[config.mk]
export PLATFORM = sky130hd
export DESIGN_NAME = sseg_decoder
export DESIGN_NICKNAME = d
export VERILOG_FILES = /design/src/rtl/sseg_decoder.sv
export SDC_FILE = /design/constraint.sdc
export NUM_CORES = 1
export LEC_CHECK = 0
export BUFFER_PORTS_ARGS = -buffer_cell sky130_fd_sc_hd__clkbuf_2
export CELL_PAD_IN_SITES_DETAIL_PLACEMENT = 1
export CELL_PAD_IN_SITES_GLOBAL_PLACEMENT = 1
export CORE_MARGIN = 1.5
export CORE_UTILIZATION = 47
export CTS_BUF_LIST = sky130_fd_sc_hd__clkbuf_4
export DETAILED_ROUTE_END_ITERATION = 6
export PLACE_DENSITY_LB_ADDON = 0.1
export SYNTH_ARGS = -nofsm -noshare
export SYNTH_HDL_FRONTEND = slang
export SYNTH_SLANG_ARGS = --single-unit
[constraint.sdc]
create_clock -name clk -period 7.28 [get_ports clk]
set_input_delay 0.364 -clock clk [delete_from_list [all_inputs] [get_ports clk]]
set_output_delay 0.364 -clock clk [all_outputs]
set_load 0.005 [all_outputs]
[src/rtl/sseg_decoder.sv]
// Seven-segment bus receiver: qualifies multiplexed {an,sseg} samples,
// decodes each digit back to hex/dash/error and reports changes.
module sseg_decoder #(
    parameter int DIGITS        = 4,
    parameter int DIG_W         = 2,
    parameter int STABLE_CYCLES = 4
) (
    input  logic                  clk,
    input  logic                  rst,
    input  logic [6:0]            sseg,
    input  logic [DIGITS-1:0]     an,
    output logic [4*DIGITS-1:0]   hex_out,
    output logic [DIGITS-1:0]     n_valid_out,
    output logic [DIGITS-1:0]     err_out,
    output logic                  upd_valid,
    input  logic                  upd_ready,
    output logic [DIG_W-1:0]      upd_digit,
    output logic [3:0]            upd_hex,
    output logic                  upd_n_valid,
    output logic                  upd_err,
    output logic                  upd_ovf
);

    localparam int SMP_W = DIGITS + 7;
    localparam int CNT_W = $clog2(STABLE_CYCLES + 2);

    localparam logic [CNT_W-1:0] CNT_ONE = CNT_W'(1);
    localparam logic [CNT_W-1:0] CNT_ACC = CNT_W'(STABLE_CYCLES);
    localparam logic [CNT_W-1:0] CNT_MAX = CNT_W'(STABLE_CYCLES + 1);

    localparam logic [DIGITS-1:0] AN_ONE = DIGITS'(1);

    // Input sample and stability counter
    logic [SMP_W-1:0]  smp_q, smp_d;
    logic [CNT_W-1:0]  cnt_q, cnt_d;

    // Registered views of the sample
    logic [DIGITS-1:0] an_r;
    logic [6:0]        seg_r;

    // Qualification
    logic              an_onehot;
    logic              accept;
    logic [DIG_W-1:0]  idx;

    // Decoder results
    logic [3:0]        dec_hex;
    logic              dec_nv;
    logic              dec_err;

    // Per-digit state
    logic [DIGITS-1:0][3:0] hex_q, hex_d;
    logic [DIGITS-1:0]      nv_q, nv_d;
    logic [DIGITS-1:0]      err_q, err_d;
    logic [DIGITS-1:0]      seen_q, seen_d;

    // Change detection
    logic [5:0]        cur_val;
    logic [5:0]        new_val;
    logic              evt;

    // Pending update slot
    logic              pv_q, pv_d;
    logic [DIG_W-1:0]  pdig_q, pdig_d;
    logic [3:0]        phex_q, phex_d;
    logic              pnv_q, pnv_d;
    logic              perr_q, perr_d;
    logic              ovf_q, ovf_d;

    assign an_r  = smp_q[SMP_W-1:7];
    assign seg_r = smp_q[6:0];

    // Next sample and run length of identical samples
    always_comb begin
        smp_d = {an, sseg};
        cnt_d = cnt_q;
        if (smp_d != smp_q) begin
            cnt_d = CNT_ONE;
        end else if (cnt_q != CNT_MAX) begin
            cnt_d = cnt_q + CNT_ONE;
        end
    end

    // Blank or multi-hot enables never qualify
    always_comb begin
        an_onehot = (an_r != '0) && ((an_r & (an_r - AN_ONE)) == '0);
        accept    = an_onehot && (cnt_q == CNT_ACC);
    end

    // Position of the active enable bit
    always_comb begin
        idx = '0;
        for (int i = 0; i < DIGITS; i++) begin
            if (an_r[i]) begin
                idx = DIG_W'(i);
            end
        end
    end

    // Segment pattern back to nibble, dash or error
    always_comb begin
        dec_hex = 4'h0;
        dec_nv  = 1'b0;
        dec_err = 1'b0;
        case (seg_r)
            7'h3F: dec_hex = 4'h0;
            7'h06: dec_hex = 4'h1;
            7'h5B: dec_hex = 4'h2;
            7'h4F: dec_hex = 4'h3;
            7'h66: dec_hex = 4'h4;
            7'h6D: dec_hex = 4'h5;
            7'h7D: dec_hex = 4'h6;
            7'h07: dec_hex = 4'h7;
            7'h7F: dec_hex = 4'h8;
            7'h67: dec_hex = 4'h9;
            7'h77: dec_hex = 4'hA;
            7'h7C: dec_hex = 4'hB;
            7'h39: dec_hex = 4'hC;
            7'h5E: dec_hex = 4'hD;
            7'h79: dec_hex = 4'hE;
            7'h71: dec_hex = 4'hF;
            7'h40: dec_nv  = 1'b1;
            default: dec_err = 1'b1;
        endcase
    end

    // An event fires on first sight of a digit or when its value changes
    always_comb begin
        cur_val = {hex_q[idx], nv_q[idx], err_q[idx]};
        new_val = {dec_hex, dec_nv, dec_err};
        evt     = accept && (!seen_q[idx] || (cur_val != new_val));
    end

    // Commit the decoded value into the addressed digit
    always_comb begin
        hex_d  = hex_q;
        nv_d   = nv_q;
        err_d  = err_q;
        seen_d = seen_q;
        if (accept) begin
            hex_d[idx]  = dec_hex;
            nv_d[idx]   = dec_nv;
            err_d[idx]  = dec_err;
            seen_d[idx] = 1'b1;
        end
    end

    // Single-entry slot: newest event wins, unconsumed loss is sticky
    always_comb begin
        pv_d   = pv_q;
        pdig_d = pdig_q;
        phex_d = phex_q;
        pnv_d  = pnv_q;
        perr_d = perr_q;
        ovf_d  = ovf_q;
        if (evt) begin
            pv_d   = 1'b1;
            pdig_d = idx;
            phex_d = dec_hex;
            pnv_d  = dec_nv;
            perr_d = dec_err;
            if (pv_q && !upd_ready) begin
                ovf_d = 1'b1;
            end
        end else if (pv_q && upd_ready) begin
            pv_d = 1'b0;
        end
    end

    // State registers with synchronous reset
    always_ff @(posedge clk) begin
        if (rst) begin
            smp_q  <= '0;
            cnt_q  <= '0;
            hex_q  <= '0;
            nv_q   <= '0;
            err_q  <= '0;
            seen_q <= '0;
            pv_q   <= 1'b0;
            pdig_q <= '0;
            phex_q <= '0;
            pnv_q  <= 1'b0;
            perr_q <= 1'b0;
            ovf_q  <= 1'b0;
        end else begin
            smp_q  <= smp_d;
            cnt_q  <= cnt_d;
            hex_q  <= hex_d;
            nv_q   <= nv_d;
            err_q  <= err_d;
            seen_q <= seen_d;
            pv_q   <= pv_d;
            pdig_q <= pdig_d;
            phex_q <= phex_d;
            pnv_q  <= pnv_d;
            perr_q <= perr_d;
            ovf_q  <= ovf_d;
        end
    end

    assign hex_out     = hex_q;
    assign n_valid_out = nv_q;
    assign err_out     = err_q;
    assign upd_valid   = pv_q;
    assign upd_digit   = pdig_q;
    assign upd_hex     = phex_q;
    assign upd_n_valid = pnv_q;
    assign upd_err     = perr_q;
    assign upd_ovf     = ovf_q;

endmodule

==> results.json, run 1 <==
{
  "ys_ff_latch": 52,
  "setup_violations": 0,
  "global_route_wire_length_before_repair_um": 11850,
  "dpl_worst_slack_ns": 4.174,
  "critical_path.startpoint_type": "flop",
  "critical-path-max-stage-delay_ns": 0.81,
  "synthArstFlopShare_pct": 0,
  "cts_sinks": 52,
  "timing.final.crit_share_pct": 43.91,
  "worst_hold_slack_ns": 0.2256,
  "floorplan.die_area_um2": 6508,
  "number_of_cells_produced_by_synthesis": 318,
  "synth_area_per_inst_um2": 8.916,
  "final_critical_path_setup_slack_ns": 4.083,
  "clock_skew_ns": 0.01370,
  "power.switching_mw": 0.1287,
  "grt_max_degree": 62,
  "maxSlewViolCount": 0,
  "share_clk_of_total_power_pct": 28.1,
  "dpl.hpwl_um": 5145,
  "post_synth_num_cell_types": 53,
  "postSynth.topFlopCell": "sky130_fd_sc_hd__dfxtp_1",
  "wl_um": 7180,
  "place_congestion": 0.8334,
  "drt.antenna.violating_nets": 0,
  "drv_cap": 0,
  "timing.setup.critical_path_class": "reg2reg",
  "static_leakage_nw": 1.261,
  "netSwitchingFraction_pct": 27.10,
  "antenna-diode-count": 0,
  "run_status": "finished clean",
  "cts_hold_buf": 0,
  "final_common_cell": "sky130_fd_sc_hd__dfxtp_1",
  "yosysWarnings": 0,
  "cts_repair_resize_count": 0,
  "grt_antenna_before_repair": 0,
  "layout.nets": 369,
  "area_of_the_mapped_netlist_um2": 2835,
  "io-pin-count": 48,
  "max_slew.worst_pin.slew_ns": 0.8555,
  "clock_tree.root_cell": "sky130_fd_sc_hd__clkbuf_4",
  "max_clock_freq_ghz": 0.3128,
  "type_of_element_capturing_the_critical_path": "flop",
  "htree_levels": 2,
  "coreArea_um2": 5886,
  "route.vias.total": 2357,
  "flow.area_growth_from_synthesis_pct": 10.28,
  "share_comb_of_total_power_pct": 8.1,
  "setup_repair_bufs_after_cts": 0,
  "synth-edff-count": 0,
  "clock_path_buffers": 2,
  "regToRegSetupSlack_ns": 4.08,
  "worstPathArrival_ns": 3.47,
  "grt_pass1_vias": 2378,
  "design_area_um2": 3127,
  "seq_area_frac_synth_pct": 36.72,
  "drive_above_1_share_pct": 20.40,
  "routed_wire_length_per_instance_um": 16.78,
  "ir_worst_vdd_v": 0.00008134,
  "final.setup.tns_ns": 0,
  "power_per_cell_area_nw_per_um2": 151.8,
  "worst_hold_path_type": "in2reg",
  "timing.critical_path.cells": "or4b_4 -> o2bb2ai_4 -> a2111oi_4 -> xnor2_2 -> nand4b_1 -> o41a_1 -> mux2_4",
  "p_int_mw": 0.3461,
  "path_clk_slew_ns": 0.16,
  "critical_path_buf_inv_count": 0,
  "track_usage_pct": 23.77,
  "numCtsBuffers": 5,
  "critPathTopFamily": "compound AO/OA/AOI/OAI gates",
  "finalHoldViolations": 0,
  "layout_common_cells": "sky130_fd_sc_hd__dfxtp_1 (52), sky130_fd_sc_hd__nor2_1 (51), sky130_fd_sc_hd__clkbuf_2 (47), sky130_fd_sc_hd__mux2i_1 (24), sky130_fd_sc_hd__nor2b_1 (21)",
  "num_rows": 28,
  "globalRoute.totalOverflow": 0,
  "dpl_cell_area_um2": 3070,
  "relSlewSlack_pct": 42.75,
  "floorplan.die.height_um": 80.67,
  "dr.pass1.iters": 4,
  "path_max_fanout": 19,
  "finalWorstPathRequiredPeriod_ns": 3.197,
  "synth_fp_nets": 335,
  "cts_tree": "done",
  "die-width_um": 80.67,
  "seqPwrFrac_pct": 63.8,
  "detail_route.iter0.violations": 115,
  "critical-path-slowest-cell": "sky130_fd_sc_hd__dfxtp_1",
  "grt_setup_unrepaired": "false",
  "cp.required_ns": 7.55,
  "drt_drc_violations_left": 0,
  "route.detailed.vias_per_inst": 5.507,
  "clk-insertion-delay-late_ns": 0.37,
  "start_util_pct": 48.17,
  "io_buffer_count": 47
}
[cells in the mapped netlist (all sizes together) (2+ instances only)]
master / n / share of area [%]
dfxtp: 52 / 37
nor2: 51 / 6.8
mux2i: 24 / 8.5
nor2b: 21 / 4.6
nand2: 17 / 2.3
xor2: 17 / 5.3
a21oi: 13 / 2.3
clkbuf: 12 / 1.6
buf: 11 / 2.5
o21ai: 11 / 1.9
inv: 9 / 1.2
a211oi: 8 / 2.1
nand2b: 8 / 1.8
mux2: 6 / 3.0
nor3: 6 / 1.1
nor4: 5 / 1.9
nand3: 4 / 0.71
a311oi: 3 / 0.93
ha: 3 / 1.3
nand4: 3 / 0.66
xnor2: 3 / 1.2
and2: 2 / 0.44
and3b: 2 / 0.62
and4: 2 / 0.62
nand3b: 2 / 0.53
nor4b: 2 / 1.1
o22ai: 2 / 0.44
o2bb2ai: 2 / 1.3
o31ai: 2 / 0.53
[worst paths after layout]
kind | startpoint | endpoint | depth (start not counted)
worst max-delay path | smp_q[3]$_SDFF_PP0_ | upd_hex[2]$_SDFFE_PP0P_ | 7
worst min-delay path | an[0] | smp_q[7]$_SDFF_PP0_ | 2
worst max register to register | smp_q[3]$_SDFF_PP0_ | upd_hex[2]$_SDFFE_PP0P_ | 7
worst min register to register | seen_q[1]$_SDFFE_PP0P_ | seen_q[1]$_SDFFE_PP0P_ | 2
[logic make-up after synthesis]
group	count (synthesis)	synth area share (%)
XOR/XNOR	20	6.443
AND/OR/NAND/NOR	130	24.67
AO/OA/AOI/OAI	51	14.03
multiplexers	30	11.52
flip-flops	52	36.72
adder cells (fa/ha/maj)	3	1.324
buffers and inverters	32	5.295
[area by class of cell]
type | count | area [um2]
fillers | 741 | 2759
multi-input cells | 234 | 1644
flip-flops and latches | 52 | 1041
repair buffers | 50 | 257.7
well taps | 75 | 93.84
clock buffers | 6 | 45.04
inverters | 9 | 33.78
clock inverters | 2 | 11.26
[through the flow]
| step | total power, mW | util [%] | std cells |
|---|---|---|---|
| after floorplan | 0.3351 | - | 318 |
| after global placement | 0.3457 | 52.17 | 420 |
| after detailed placement | 0.3470 | 52.17 | 420 |
| after CTS | 0.4789 | 53.13 | 428 |
| after global routing | 0.4935 | 53.13 | 428 |
| final | 0.4747 | 53.13 | 428 |
[state kept, by name (all words and copies together), names as in the netlist]
| signal | cells |
|---|---|
| cnt_q | 3 |
| err_out | 4 |
| hex_out | 16 |
| n_valid_out | 4 |
| seen_q | 4 |
| smp_q | 11 |
| upd_digit | 2 |
| upd_err | 1 |
| upd_hex | 4 |
| upd_n_valid | 1 |
| upd_ovf | 1 |
| upd_valid | 1 |
[routing by layer]
metal / vias to the layer above / track usage (%) / part of all wire [%] / wire length [um]
met2: 58 / 40.67 / 48 / 3454
met4: 0 / 5.000 / 0.67 / 48
met1: 1124 / 31.46 / 48 / 3425
met3: 7 / 3.636 / 3.5 / 251
met5: - / 0 / 0 / 0
li1: 1168 / - / - / -
[power groups by stage]
stage | sequential, mW | clock, mW | combinational (mW)
floorplan | 0.296 | 0 | 0.0388
global placement | 0.308 | 0 | 0.0373
detailed placement | 0.309 | 0 | 0.0383
CTS | 0.303 | 0.138 | 0.0385
global route | 0.304 | 0.147 | 0.0424
finish | 0.303 | 0.134 | 0.0384
Power figures use the tool's default switching activity.
==> run 2: changes to the inputs <==
- ABC_AREA: not set -> 1
- CORE_UTILIZATION: 47 -> 37
- clock period: 7.28 -> 2.8 ns (I/O delays scaled with it)
==> run 2 against run 1 <==
  * First-iteration DRC count is 54% lower
  * Count of clock-buffer cells in the layout stayed put
  * Final cell count is 39% higher
  * Clock power grew to 2.7 times the previous value
  * Total power grew to 2.7 times the previous value
  * Worst setup slack worse by 3.5 ns
  * Combinational power grew to 3.8 times the previous value
  * Global-route usage is 2.6 points lower
  * Wire length is 13% higher
  * Critical endpoint is now upd_n_valid$_SDFFE_PP0P_
==> results.json, run 2 <==
{
  "fraction_of_synthesized_cell_area_taken_by_the_top_area_cell_type_pct": 36.70,
  "cts_tree": "done",
  "grt_max_degree": 27,
  "clock_path_buffers": 2,
  "globalRoute.totalOverflow": 0,
  "worstPathArrival_ns": 2.51,
  "run_status": "finished clean",
  "post_synth_num_cell_types": 30,
  "yosysWarnings": 0,
  "dr_wl_met3_um": 165,
  "cp.required_ns": 3.13,
  "flow.area_growth_from_synthesis_pct": 17.56,
  "path_max_fanout": 14,
  "grt_antenna_before_repair": 0,
  "io_buffer_count": 47,
  "finalWorstPathRequiredPeriod_ns": 2.182,
  "type_of_element_capturing_the_critical_path": "flop",
  "wl_um": 8116,
  "drt.antenna.violating_nets": 0,
  "max_slew.worst_pin.slew_ns": 0.8433,
  "cts_sinks": 52,
  "number_of_cells_produced_by_synthesis": 435,
  "place_congestion": 0.8196,
  "dr.pass1.iters": 4,
  "start_util_pct": 38.69,
  "num_rows": 31,
  "synth_area_leader_cell": "sky130_fd_sc_hd__dfxtp_1",
  "highest-signal-layer": "met4",
  "grt_setup_unrepaired": "false",
  "synth_common_cells": "sky130_fd_sc_hd__nand2_1 (94), sky130_fd_sc_hd__nor2_1 (66), sky130_fd_sc_hd__inv_1 (63), sky130_fd_sc_hd__dfxtp_1 (52), sky130_fd_sc_hd__nand3_1 (33)",
  "global_route_wire_length_before_repair_um": 14030,
  "largest_reg_flops": 16,
  "grt_pass1_vias": 2868,
  "postSynth.topFlopCell": "sky130_fd_sc_hd__dfxtp_1",
  "critical-path-max-stage-delay_ns": 0.72,
  "path_clk_slew_ns": 0.17,
  "clock_tree.root_cell": "sky130_fd_sc_hd__clkbuf_4",
  "critical-path-slowest-cell": "sky130_fd_sc_hd__dfxtp_1",
  "finalHoldViolations": 0,
  "maxSlewViolCount": 0,
  "finalPower_mw": 1.279,
  "routed_wire_length_per_instance_um": 13.69,
  "dpl_worst_slack_ns": 0.6559,
  "dpl.hpwl_um": 6404,
  "die-width_um": 90.56,
  "setup_violations": 0,
  "detail_route.iter0.violations": 53,
  "final_common_cell": "sky130_fd_sc_hd__nand2_1",
  "synth_fp_nets": 452,
  "static_leakage_nw": 1.712,
  "final.setup.tns_ns": 0,
  "drv_cap": 0,
  "synthTopCellsByArea": "sky130_fd_sc_hd__dfxtp_1 (37%), sky130_fd_sc_hd__nand2_1 (12%), sky130_fd_sc_hd__nor2_1 (8.7%)",
  "wl_met1_um": 3937,
  "crit_path_most_repeated_cell": "sky130_fd_sc_hd__nand2_1",
  "max_clock_freq_ghz": 0.4583,
  "ir_worst_vdd_v": 0.0002076,
  "coreArea_um2": 7331,
  "synth-edff-count": 0,
  "power_per_cell_area_nw_per_um2": 383.7,
  "htree_levels": 2,
  "ys_ff_latch": 52,
  "route.vias.total": 2823,
  "floorplan.die.height_um": 90.56,
  "worst_hold_slack_ns": 0.04439,
  "timing.final.crit_share_pct": 77.93,
  "met2WireLength_um": 3967,
  "setup_repair_bufs_after_cts": 0,
  "numCtsBuffers": 5,
  "drt_drc_violations_left": 0,
  "area_of_the_mapped_netlist_um2": 2836,
  "critical_path.startpoint_type": "flop",
  "synth_area_per_inst_um2": 6.521,
  "route.detailed.vias_per_inst": 4.761,
  "layout_common_cells": "sky130_fd_sc_hd__nand2_1 (94), sky130_fd_sc_hd__nor2_1 (66), sky130_fd_sc_hd__inv_1 (63), sky130_fd_sc_hd__dfxtp_1 (52), sky130_fd_sc_hd__clkbuf_2 (47)",
  "clock_skew_ns": 0.01628,
  "drive_above_1_share_pct": 18.62,
  "io-pin-count": 48,
  "timing.critical_path.cells": "nand2_1 -> nand2_1 -> nor2_1 -> o211ai_1 -> nand2_1 -> nor2_2 -> nand2_1 -> nor2_2 -> nand2_2 -> nand3_1 -> nand2_1 -> nor2_1",
  "worst_hold_path_type": "in2reg",
  "track_usage_pct": 21.14,
  "synth_most_common_cell": "sky130_fd_sc_hd__nand2_1",
  "synthArstFlopShare_pct": 0,
  "antenna-diode-count": 0,
  "timing.setup.critical_path_class": "reg2reg",
  "layout.nets": 510,
  "floorplan.die_area_um2": 8200,
  "clk-insertion-delay-late_ns": 0.37,
  "dpl_cell_area_um2": 3163,
  "final_critical_path_setup_slack_ns": 0.6178,
  "design_area_um2": 3334,
  "seq_area_frac_synth_pct": 36.70,
  "relSlewSlack_pct": 43.72
}
run 2: cell count changes after synthesis, sizes merged, moves of 6 or more:
cell | previous run | this run
a21oi | 13 | 24
nor2b | 21 | 0
o211ai | 0 | 9
xor2 | 17 | 7
nand2b | 8 | 0
clkbuf | 12 | 3
nand2 | 17 | 103
o21ai | 11 | 25
nor2 | 51 | 77
nand3 | 4 | 34
mux2i | 24 | 0
a211oi | 8 | 2
mux2 | 6 | 0
inv | 9 | 74
run 2: worst max-delay path, delay by kind of cell, from the launching register on:
kind	cells	cell delay, ns
AND/OR/NAND/NOR	11	1.24
flip-flops	1	0.72
AO/OA/AOI/OAI	1	0.18
run 2: cell families after synthesis:
kind of cell             synth area share [%]
AND/OR/NAND/NOR                         34.67
buffers and inverters                   12.13
AO/OA/AOI/OAI                           12.39
flip-flops                              36.70
XOR/XNOR                                2.779
adder cells (fa/ha/maj)                 1.323
run 2: routing by layer:
metal | vias to the layer above | track usage (%)
met2 | 33 | 37.66
met5 | - | 0
met4 | 0 | 3.836
met1 | 1315 | 26.96
li1 | 1471 | -
met3 | 4 | 3.283
run 2: path summary, 6_finish.rpt:
path                             start                  endpoint  slack, ns  depth (start not counted)
setup / recovery   smp_q[8]$_SDFF_PP0_  upd_n_valid$_SDFFE_PP0P_       0.62                         12
hold / removal               upd_ready    upd_valid$_SDFFE_PP0P_       0.04                          4
setup reg to reg   smp_q[8]$_SDFF_PP0_  upd_n_valid$_SDFFE_PP0P_       0.62                         12
hold reg to reg   upd_ovf$_SDFFE_PP0P_      upd_ovf$_SDFFE_PP0P_       0.47                          2
run 2: where the power goes:
group / internal [mW] / total (mW) / switching, mW
registers: 0.750 / 0.769 / 0.0190
clock network: 0.110 / 0.367 / 0.256
logic: 0.0536 / 0.144 / 0.0903
run 2: final cells by class:
| cell class | count | area, um2 |
|---|---|---|
| Clock inverter | 2 | 16.27 |
| Tap cell | 99 | 123.9 |
| Timing Repair Buffer | 62 | 375.4 |
| Multi-Input combinational cell | 297 | 1451 |
| Clock buffer | 6 | 45.04 |
| Inverter | 75 | 281.5 |
| Sequential cell | 52 | 1041 |
| Fill cell | 1019 | 3996 |
run 2: through the flow:
stage               cells  utilization (%)
floorplan             435                -
global placement      574            43.15
detailed placement    574            43.15
CTS                   593            45.49
global route          593            45.49
finish                593            45.49
run 2: timing repair:
action                                  4_1_cts  5_1_grt
endpoints found under the hold margin        11        0
endpoints found under the setup margin        0        0
hold buffers                                 11        0
gates resized for setup                       0        0
